`src/rtl/alu_sequencer.sv`:
```
// alu_sequencer: valid/ready front end for a combinational 16-bit ALU that iterates single-bit shifts.
// Optional ALU_STICKY_OVF_EN adds ovf_clr/ovf_sticky, a sticky record of responses that reported overflow.
module alu_sequencer #(
    parameter int DATA_W = 16,
    parameter int CNT_W  = 4
) (
    input  logic              clk,
    input  logic              reset,
`ifdef ALU_STICKY_OVF_EN
    input  logic              ovf_clr,
    output logic              ovf_sticky,
`endif
    input  logic              req_valid,
    output logic              req_ready,
    input  logic [4:0]        req_op,
    input  logic [DATA_W-1:0] req_a,
    input  logic [DATA_W-1:0] req_b,
    input  logic [CNT_W-1:0]  req_count,
    output logic [DATA_W-1:0] alu_a,
    output logic [DATA_W-1:0] alu_b,
    output logic [4:0]        alu_op,
    input  logic [DATA_W-1:0] alu_q,
    input  logic [4:0]        alu_flags,
    output logic              rsp_valid,
    input  logic              rsp_ready,
    output logic [DATA_W-1:0] rsp_q,
    output logic [4:0]        rsp_flags,
    output logic              busy
);
    localparam logic [1:0] IDLE = 2'd0, EXEC = 2'd1, RESP = 2'd2;
    localparam logic [4:0] OP_XOR = 5'b11100, OP_QUIET = 5'b10000;
    logic [1:0]        state_q, state_d;
    logic [4:0]        op_q, op_d, flags_q, flags_d;
    logic [DATA_W-1:0] a_q, a_d, b_q, b_d, res_q, res_d;
    logic [CNT_W-1:0]  cnt_q, cnt_d;
    logic              req_shift, op_shift, zero_cnt, exec;
    assign req_shift = req_op[4] & req_op[3] & (req_op != OP_XOR);
    assign op_shift  = op_q[4] & op_q[3] & (op_q != OP_XOR);
    assign zero_cnt  = req_shift && req_count == '0;
    assign exec      = state_q == EXEC;
    assign req_ready = (state_q == IDLE) & ~reset;
    assign rsp_valid = state_q == RESP;
    assign busy      = state_q != IDLE;
    assign rsp_q     = res_q;
    assign rsp_flags = flags_q;
    assign alu_a     = exec ? a_q : '0;
    assign alu_b     = exec ? b_q : '0;
    assign alu_op    = exec ? op_q : OP_QUIET;
    always_comb begin
        state_d = state_q;
        op_d    = op_q;
        a_d     = a_q;
        b_d     = b_q;
        cnt_d   = cnt_q;
        res_d   = res_q;
        flags_d = flags_q;
        if (state_q == IDLE) begin
            if (req_valid) begin
                op_d    = req_op;
                a_d     = req_a;
                b_d     = req_b;
                cnt_d   = req_count;
                state_d = zero_cnt ? RESP : EXEC;
                res_d   = zero_cnt ? req_b : res_q;
                flags_d = zero_cnt ? {4'b0, req_b == '0} : flags_q;
            end
        end else if (exec) begin
            // each step overwrites the result, so only the final evaluation's flags survive
            res_d   = alu_q;
            flags_d = alu_flags;
            b_d     = op_shift ? alu_q : b_q;
            cnt_d   = op_shift ? cnt_q - CNT_W'(1) : cnt_q;
            state_d = (!op_shift || cnt_q == CNT_W'(1)) ? RESP : EXEC;
        end else begin
            state_d = (state_q == RESP && !rsp_ready) ? RESP : IDLE;
        end
    end
    always_ff @(posedge clk) begin
        if (reset) begin
            state_q <= IDLE;
            op_q    <= '0;
            a_q     <= '0;
            b_q     <= '0;
            cnt_q   <= '0;
            res_q   <= '0;
            flags_q <= '0;
        end else begin
            state_q <= state_d;
            op_q    <= op_d;
            a_q     <= a_d;
            b_q     <= b_d;
            cnt_q   <= cnt_d;
            res_q   <= res_d;
            flags_q <= flags_d;
        end
    end
`ifdef ALU_STICKY_OVF_EN
    logic ovf_q, ovf_d;
    assign ovf_d      = (ovf_q & ~ovf_clr) | (rsp_valid & rsp_ready & flags_q[4]);
    assign ovf_sticky = ovf_q;
    always_ff @(posedge clk) begin
        if (reset) ovf_q <= 1'b0;
        else ovf_q <= ovf_d;
    end
`endif
endmodule
```
`config.mk`:
```
export PLATFORM = sky130hd
export DESIGN_NAME = alu_sequencer
export DESIGN_NICKNAME = d
export VERILOG_FILES = /design/src/rtl/alu_sequencer.sv
export SDC_FILE = /design/constraint.sdc
export NUM_CORES = 1
export LEC_CHECK = 0
export ABC_AREA = 1
export CAP_MARGIN = 20
export CORE_MARGIN = 2
export CORE_UTILIZATION = 27
export CTS_CLUSTER_DIAMETER = 120
export CTS_CLUSTER_SIZE = 10
export DETAILED_ROUTE_END_ITERATION = 16
export DONT_BUFFER_PORTS = 1
export PLACE_DENSITY = 0.53
export SYNTH_ARGS = -nofsm -noshare
export SYNTH_HDL_FRONTEND = slang
export SYNTH_SLANG_ARGS = --single-unit
```
`constraint.sdc`:
```
create_clock -name clk -period 1.4 [get_ports clk]
set_input_delay 0.14 -clock clk [delete_from_list [all_inputs] [get_ports clk]]
set_output_delay 0.14 -clock clk [all_outputs]
set_load 0.005 [all_outputs]
```
==> metrics.md, run 1 <==
| Metric | Value |
|---|---|
| Hold Path Origin | `req_a[10]` |
| R2R depth | `8` |
| Via density | `4.91` |
| Clk_lat worst skew | `320 ps` |
| DRC viols | `0` |
| Num CTS Buffers | `9` |
| DP HPWL | `6610 µm` |
| Final wirelength | `around 11000 µm` |
| Setup Viol. Count Final | `98` |
| Tmin final | `1550 ps` |
| Area grow syn2layout | `54.1%` |
| First-pass GRT wire length | `roughly 15000 µm` |
| Post-Layout Cell Count | `650` |
| Dpl ws | `-31.1 ps` |
| Core Box Area | `0.0113 mm²` |
| Total GRT Usage | `15.5%` |
| Reg-to-Reg End | `b_q[11]` |
| Max-slew headroom | `48.2%` |
| Fin. Hold Viols | `1` |
| Vias in the first global route | `3003` |
| Reg area | `0.00128 mm²` |
| EDFF count, synth | `0` |
| Initial antenna violation count | `1` |
| Hold slack | `-15.0 ps` |
| Ys Warns | `0` |
| Asr flop ratio synth | `0%` |
| Failing checks | `negative hold slack, negative setup slack` |
| Full die area | `around 0.012 mm²` |
| CTS clk-pin slew, worst paths | `60 ps` |
| Antenna Nets Post-Route | `0` |
| Worst r2r src | `state_q[0]` |
| Share of post-route cells with drive strength above 1 | `between 30% and 40%` |
| Sequential area share after synthesis | `41.5%` |
| Max Fanout on Critical Path | `9` |
| Area contributors post-synth | `dfxtp_1 41%, nor2_1 11%, inv_1 8.7%, o21ai_0 8.4%, a21oi_1 6.6%` |
| H-tree depth | `3` |
| Iteration-0 DRC Markers | `165` |
| Number of register bits inferred by synthesis | `64` |
| Startpoint Class | `flop` |
| Worst Clk Skew | `5.89 ps` |
| Largest net degree at the start of global routing | `42` |
| Syn nets | `527` |
| CTS Sinks | `64` |
| Nets | `570` |
| Fmax | `0.647 GHz` |
| Reg2reg setup slack | `-120 ps` |
| Post-synth top area share | `41.5%` |
| FP Rows | `39` |
| Synthesized cell area | `0.00309 mm²` |
| DR WL/cell | `17.2 µm` |
| Worst EP arrival | `1410 ps` |
| Vias | `around 3.2k` |
| Pre-Repair DR Iteration Count | `4` |
| Worst hold path depth | `2` |
| Area of the multi-input gates | `0.00186 mm²` |
| Leak | `1.91 nW` |
| GP Congestion | `0.812` |
| Clock Path Buffers | `2` |
| Synth cell types | `26` |
| Gate Count Post-Synth | `459` |
| Syn_area_per_cell | `6.73 µm²` |
| GRT Residual Overflow | `0` |
| Max-slew violations | `0` |
| Port bufs | `0` |
| Worst-Margin Slew | `774 ps` |
| CTS tree | `done` |
| Fill cells | `1128` |
| Diodes inserted | `0` |
| CP Capture Type | `output port` |
| Die width | `111 µm` |
| Critical path class | `reg -> out` |
| Most used DFF post-synth | `dfxtp_1` |
| Starting Density | `between 20% and 30%` |
| Final worst slack | `-145 ps` |
| Hold Crit Endpoint | `a_q[10]` |
| Unrepaired setup endpoints after global routing | `true` |
| Ports | `127` |
| Placed insts | `592` |
| Outcome | `finished, violations left` |
| Hold Crit Class | `in -> reg` |
| CTS root buffer | `clkbuf_16` |
| Count leader, synth | `nor2_1` |
| Pwr dens | `1340 mW/mm²` |
| Synth top cells by count | `88 x nor2_1, 72 x inv_1, 64 x dfxtp_1` |
| Die H | `about 110 µm` |
| CP required | `1260 ps` |
| Final period utilization | `110%` |
| Leading area contributor after synthesis | `dfxtp_1` |
| Max VDD drop | `around 0.00053 V` |
| MaxCap Viol Count | `0` |
[registers in the layout, indices dropped and copies added, names as in the netlist]
register,count
rsp_q,16
cnt_q,4
a_q,16
op_q,5
rsp_flags,5
state_q,2
b_q,16
[placed cells by master, fill, tap and decap left out, types with 2 or more instances in the layout]
master         netlist  routed
a21oi_1             41      24
a21oi_2              0      16
and2_1               5       5
buf_12               0       9
buf_16               0       2
buf_4                2       9
buf_6                5       9
buf_8                0       4
clkbuf_16            0      18
clkinv_2             0       3
clkinvlp_4           0       3
dfxtp_1             64      62
dfxtp_2              0       2
dlygate4sd3_1        0      13
ha_1                 2       2
inv_1               72      69
inv_2                3       4
nand2_1             52      44
nand2_2              1       6
nand2_4              1       2
nand2_8              0       4
nand3_1             23      18
nand3_2              0       4
nand4_1              7       7
nor2_1              88      48
nor2_2               0      15
nor2_4               4      29
o21ai_0             52      30
o21ai_1             10      16
o21ai_2              0      15
or2_1                3       3
[power by group]
part           internal, W  leakage, nW  switching, W  total (W)
Sequential         0.00204        0.529      0.000134    0.00218
Clock              0.00137        0.138      0.000819    0.00219
Combinational     0.000902         1.25       0.00112    0.00202
Total              0.00431         1.91       0.00207    0.00638
[stage by stage]
step | cell area [µm²] | total power (W) | TNS, ps | utilization, %
final | 4760 | 0.00638 | -7340 | 42.2
after global routing | 4760 | 0.00670 | -12900 | 42.2
after CTS | 4070 | 0.00584 | -4620 | 36.1
after detailed placement | 3310 | 0.00333 | -133 | 29.4
after global placement | 3310 | 0.00330 | -6.13 | 29.4
after floorplan | 3090 | 0.00300 | 0 | -
[critical path, stage by stage, from the launching register on]
cell and delay (ps):
dfxtp_2 340, inv_2 50, nor2_4 110, clkinvlp_4 170, bufbuf_16 320, nor2_2 100
[timing repair]
action                                  in CTS  in global routing
resized for setup                           81                102
cloned                                       3                 16
pin swaps                                    2                 24
endpoints found under the hold margin       18                  6
hold buffers                                 7                  6
endpoints found under the setup margin      46                 93
setup buffers                                7                  5
[how the worst max path moves through the flow]
stage,from,to,cells past startpoint
CTS,state_q[0],alu_a[10],6
detailed placement,state_q[1],rsp_q[12],7
floorplan,state_q[1],rsp_flags[0],8
finish,state_q[0],alu_a[12],5
global route,op_q[0],b_q[5],7
global placement,state_q[1],b_q[12],6
[cell families after synthesis]
kind of cell | synth area share, %
adder cells (fa/ha/maj) | 0.810
XOR/XNOR | 0.284
AO/OA/AOI/OAI | 16.7
flip-flops | 41.5
AND/OR/NAND/NOR | 26.4
buffers and inverters | 14.3
[layer usage]
metal | GRT usage [%] | up-vias | share of wire (%)
met3 | 4.54 | 21 | 6.3
met4 | 7.00 | 0 | 2.5
met1 | 18.3 | 1542 | 42
li1 | - | 1529 | -
met2 | 25.8 | 99 | 50
met5 | 0 | - | 0
[cell type report]
type / instances / share of cell area [%]
clock inverters: 6 / 1.26
multi-input cells: 295 / 39.0
flip-flops and latches: 64 / 27.0
inverters: 76 / 6.33
well taps: 143 / 3.76
clock buffers: 10 / 4.81
repair buffers: 56 / 17.9
Note: power is estimated with default switching activity, not from simulation.
==> inputs of run 2 (changes only) <==
--- a/config.mk
+++ b/config.mk
@@ -5,7 +5,6 @@
 export SDC_FILE = /design/constraint.sdc
 export NUM_CORES = 1
 export LEC_CHECK = 0
-export ABC_AREA = 1
 export CAP_MARGIN = 20
 export CORE_MARGIN = 2
 export CORE_UTILIZATION = 27
@@ -14,6 +13,7 @@
 export DETAILED_ROUTE_END_ITERATION = 16
 export DONT_BUFFER_PORTS = 1
 export PLACE_DENSITY = 0.53
+export SKIP_CTS_REPAIR_TIMING = 1
 export SYNTH_ARGS = -nofsm -noshare
 export SYNTH_HDL_FRONTEND = slang
 export SYNTH_SLANG_ARGS = --single-unit
==> run 2 against run 1 <==
Against the previous run: the flow still finishes with violations (negative hold slack, negative setup slack); maximum frequency up 3.4%; largest power group is now sequential cells; power decreased by 21%; flip-flop and latch count unchanged; clock power is 34% lower; largest cell class unchanged; critical endpoint is now cnt_q[2]; synthesized cell count down 25%; wire length decreased by 8.6%; register-to-register slack improved by 30 ps.
==> metrics.md, run 2 <==
| Metric | Value |
|---|---|
| DRC viols | `0` |
| Num CTS Buffers | `9` |
| GRT Residual Overflow | `0` |
| Worst EP arrival | `1730 ps` |
| Hold Crit Endpoint | `a_q[4]` |
| Reg2reg setup slack | `-90 ps` |
| Fill cells | `around 1.1k` |
| CTS Sinks | `64` |
| R2R depth | `4` |
| Leak | `approximately 1.5 nW` |
| Unrepaired setup endpoints after global routing | `true` |
| Die width | `110 µm` |
| Xor/xnor cell area share of the yosys netlist | `0%` |
| Clock Path Buffers | `2` |
| CTS tree | `done` |
| Gate Count Post-Synth | `~340` |
| DR WL/cell | `19.8 µm` |
| Placed insts | `between 400 and 500` |
| Top delay family on crit path | `compound AO/OA/AOI/OAI gates` |
| Hold Path Origin | `reset` |
| Synthesized cell area | `0.00301 mm²` |
| Worst path bufs/invs | `1` |
| First-pass GRT wire length | `13500 µm` |
| Setup Viol. Count Final | `59` |
| Full die area | `0.0120 mm²` |
| Max-slew violations | `0` |
| Vias | `2719` |
| Clk_lat worst skew | `between 300 and 400 ps` |
| Via density | `5.27` |
| Post-Layout Cell Count | `around 520` |
| Crit-path cells | `or3b_4, a41o_4, clkbuf_16, a32o_1` |
| Final wirelength | `10200 µm` |
| Adder-Cell Fraction of Synth Area | `0.832%` |
| CP Capture Type | `flop` |
| Asr flop ratio synth | `0%` |
| Total GRT Usage | `roughly 15%` |
| CTS root buffer | `clkbuf_8` |
| Critical path class | `reg -> reg` |
| Antenna Nets Post-Route | `0` |
| MaxCap Viol Count | `0` |
| Largest net degree at the start of global routing | `65` |
| Largest stage delay, worst path | `410 ps` |
| Worst-Margin Slew | `355 ps` |
| Hold Crit Class | `in -> reg` |
| Vias in the first global route | `2549` |
| Sequential area share after synthesis | `42.6%` |
| Area contributors post-synth | `dfxtp_1 43%, a211oi_1 11%, and2_1 7.5%, nand2_1 6.4%, mux2i_1 5.3%` |
| Worst Clk Skew | `4.10 ps` |
| Final worst slack | `-93.9 ps` |
| Synth top cells by count | `64 x dfxtp_1, 51 x nand2_1, 44 x a211oi_1` |
| Post-synth top area share | `around 43%` |
| Post-synthesis mux area share | `5.32%` |
| Max-slew headroom | `76.0%` |
| Synth cell types | `41` |
| Ys Warns | `0` |
| Max Fanout on Critical Path | `9` |
| Startpoint Class | `flop` |
| CTS clk-pin slew, worst paths | `70 ps` |
| Initial antenna violation count | `1` |
| Dpl ws | `-103 ps` |
| Most frequent cells in the layout | `61 x dfxtp_1, 51 x nand2_1, 31 x a21oi_1` |
| Outcome | `finished, violations left` |
| Leading area contributor after synthesis | `dfxtp_1` |
| H-tree depth | `3` |
| Fin util | `37.6%` |
| Ports | `127` |
| Most used DFF post-synth | `dfxtp_1` |
| Area grow syn2layout | `35.3%` |
| CP required | `between 1500 and 2000 ps` |
| Iteration-0 DRC Markers | `109` |
| Hold slack | `-142 ps` |
| Core Box Area | `0.0108 mm²` |
| Port bufs | `0` |
| Final period utilization | `107%` |
| Die H | `between 100 and 150 µm` |
| Nets | `439` |
| Failing checks | `negative hold slack, negative setup slack` |
| Tmin final | `1490 ps` |
| Simple-Gate Fraction of Synth Area | `a little over a fifth` |
| Worst hold path depth | `1` |
| Largest family of logic cells by synthesized area | `compound AO/OA/AOI/OAI gates` |
| FP Rows | `38` |
| Pwr Total | `0.00506 W` |
| Share of post-route cells with drive strength above 1 | `37.9%` |
| Worst r2r src | `op_q[0]` |
| Reg-to-Reg End | `cnt_q[2]` |
| EDFF count, synth | `0` |
| Count leader, synth | `dfxtp_1` |
| Commonest non-fill, non-tap cell in the layout | `dfxtp_1` |
| Crit-path slowest cell | `or3b_4` |
| Starting Density | `between 20% and 30%` |
| Pre-Repair DR Iteration Count | `4` |
| Number of register bits inferred by synthesis | `between 60 and 70` |
| GP Congestion | `roughly 0.73` |
| Synth Area in Compound Gates | `23.5%` |
| Syn nets | `410` |
| Fmax | `0.669 GHz` |
| Syn_area_per_cell | `8.80 µm²` |
| DP HPWL | `6430 µm` |
| Fin. Hold Viols | `61` |
| Max VDD drop | `0.000532 V` |
| Pwr dens | `1240 mW/mm²` |
[run 2: cell count changes after synthesis, sizes merged, moves of 5 or more]
cell    change
nand4       -5
and2       +31
o211ai      +5
o21ai      -58
nand3      -23
buf         -6
nor4        +5
a211oi     +50
or2         -5
nor2       -73
mux2i      +16
a21oi      -10
inv        -72
clkbuf      +9
[run 2: worst max path at each step]
stage,from,endpoint,slack (ps),depth (start not counted)
detailed placement,state_q[0],cnt_q[2],-100,5
global placement,state_q[0],cnt_q[2],-40,5
finish,op_q[0],cnt_q[2],-90,4
floorplan,op_q[0],cnt_q[2],-50,5
global route,state_q[0],alu_b[3],-150,4
CTS,state_q[0],alu_b[8],-330,4
[run 2: cells by family after synthesis]
family          Yosys count
simple gates            128
buf+inv                  33
flops                    64
mux                      16
fa+ha+maj                 2
compound gates           99
[run 2: report_power, final]
| group | total, W | internal (W) | switching [W] |
|---|---|---|---|
| combinational | 0.00145 | 0.000751 | 0.000701 |
| clock | 0.00144 | 0.000724 | 0.000715 |
| sequential | 0.00216 | 0.00202 | 0.000146 |
[run 2: metal layers]
metal	share of wire (%)	wire [µm]	track usage [%]	vias up
met5	0	0	0	-
met4	1.5	149	5.15	0
met3	9.3	950	6.28	16
met2	49	4970	24.4	132
met1	40	4130	17.6	1294
li1	-	-	-	1277
[run 2: through the flow]
| stage | cell area, µm² | setup TNS, ps |
|---|---|---|
| 2_1_floorplan | 3010 | -412 |
| 3_3_place_gp | 3340 | -135 |
| 3_5_place_dp | 3340 | -774 |
| 4_1_cts | 3520 | -11620 |
| 5_1_grt | 4070 | -8000 |
| 6_report | 4070 | -3870 |
[run 2: final cells by class]
type	instances	area, µm²	area share (%)
clock inverter	3	17.5	0.430
timing repair buffer	47	576	14.1
tap	140	175	4.30
antenna	1	2.50	0.0614
clock buffer	12	155	3.81
inverter	4	15.0	0.369
multi-input combinational	245	1840	45.3
sequential	64	1290	31.6
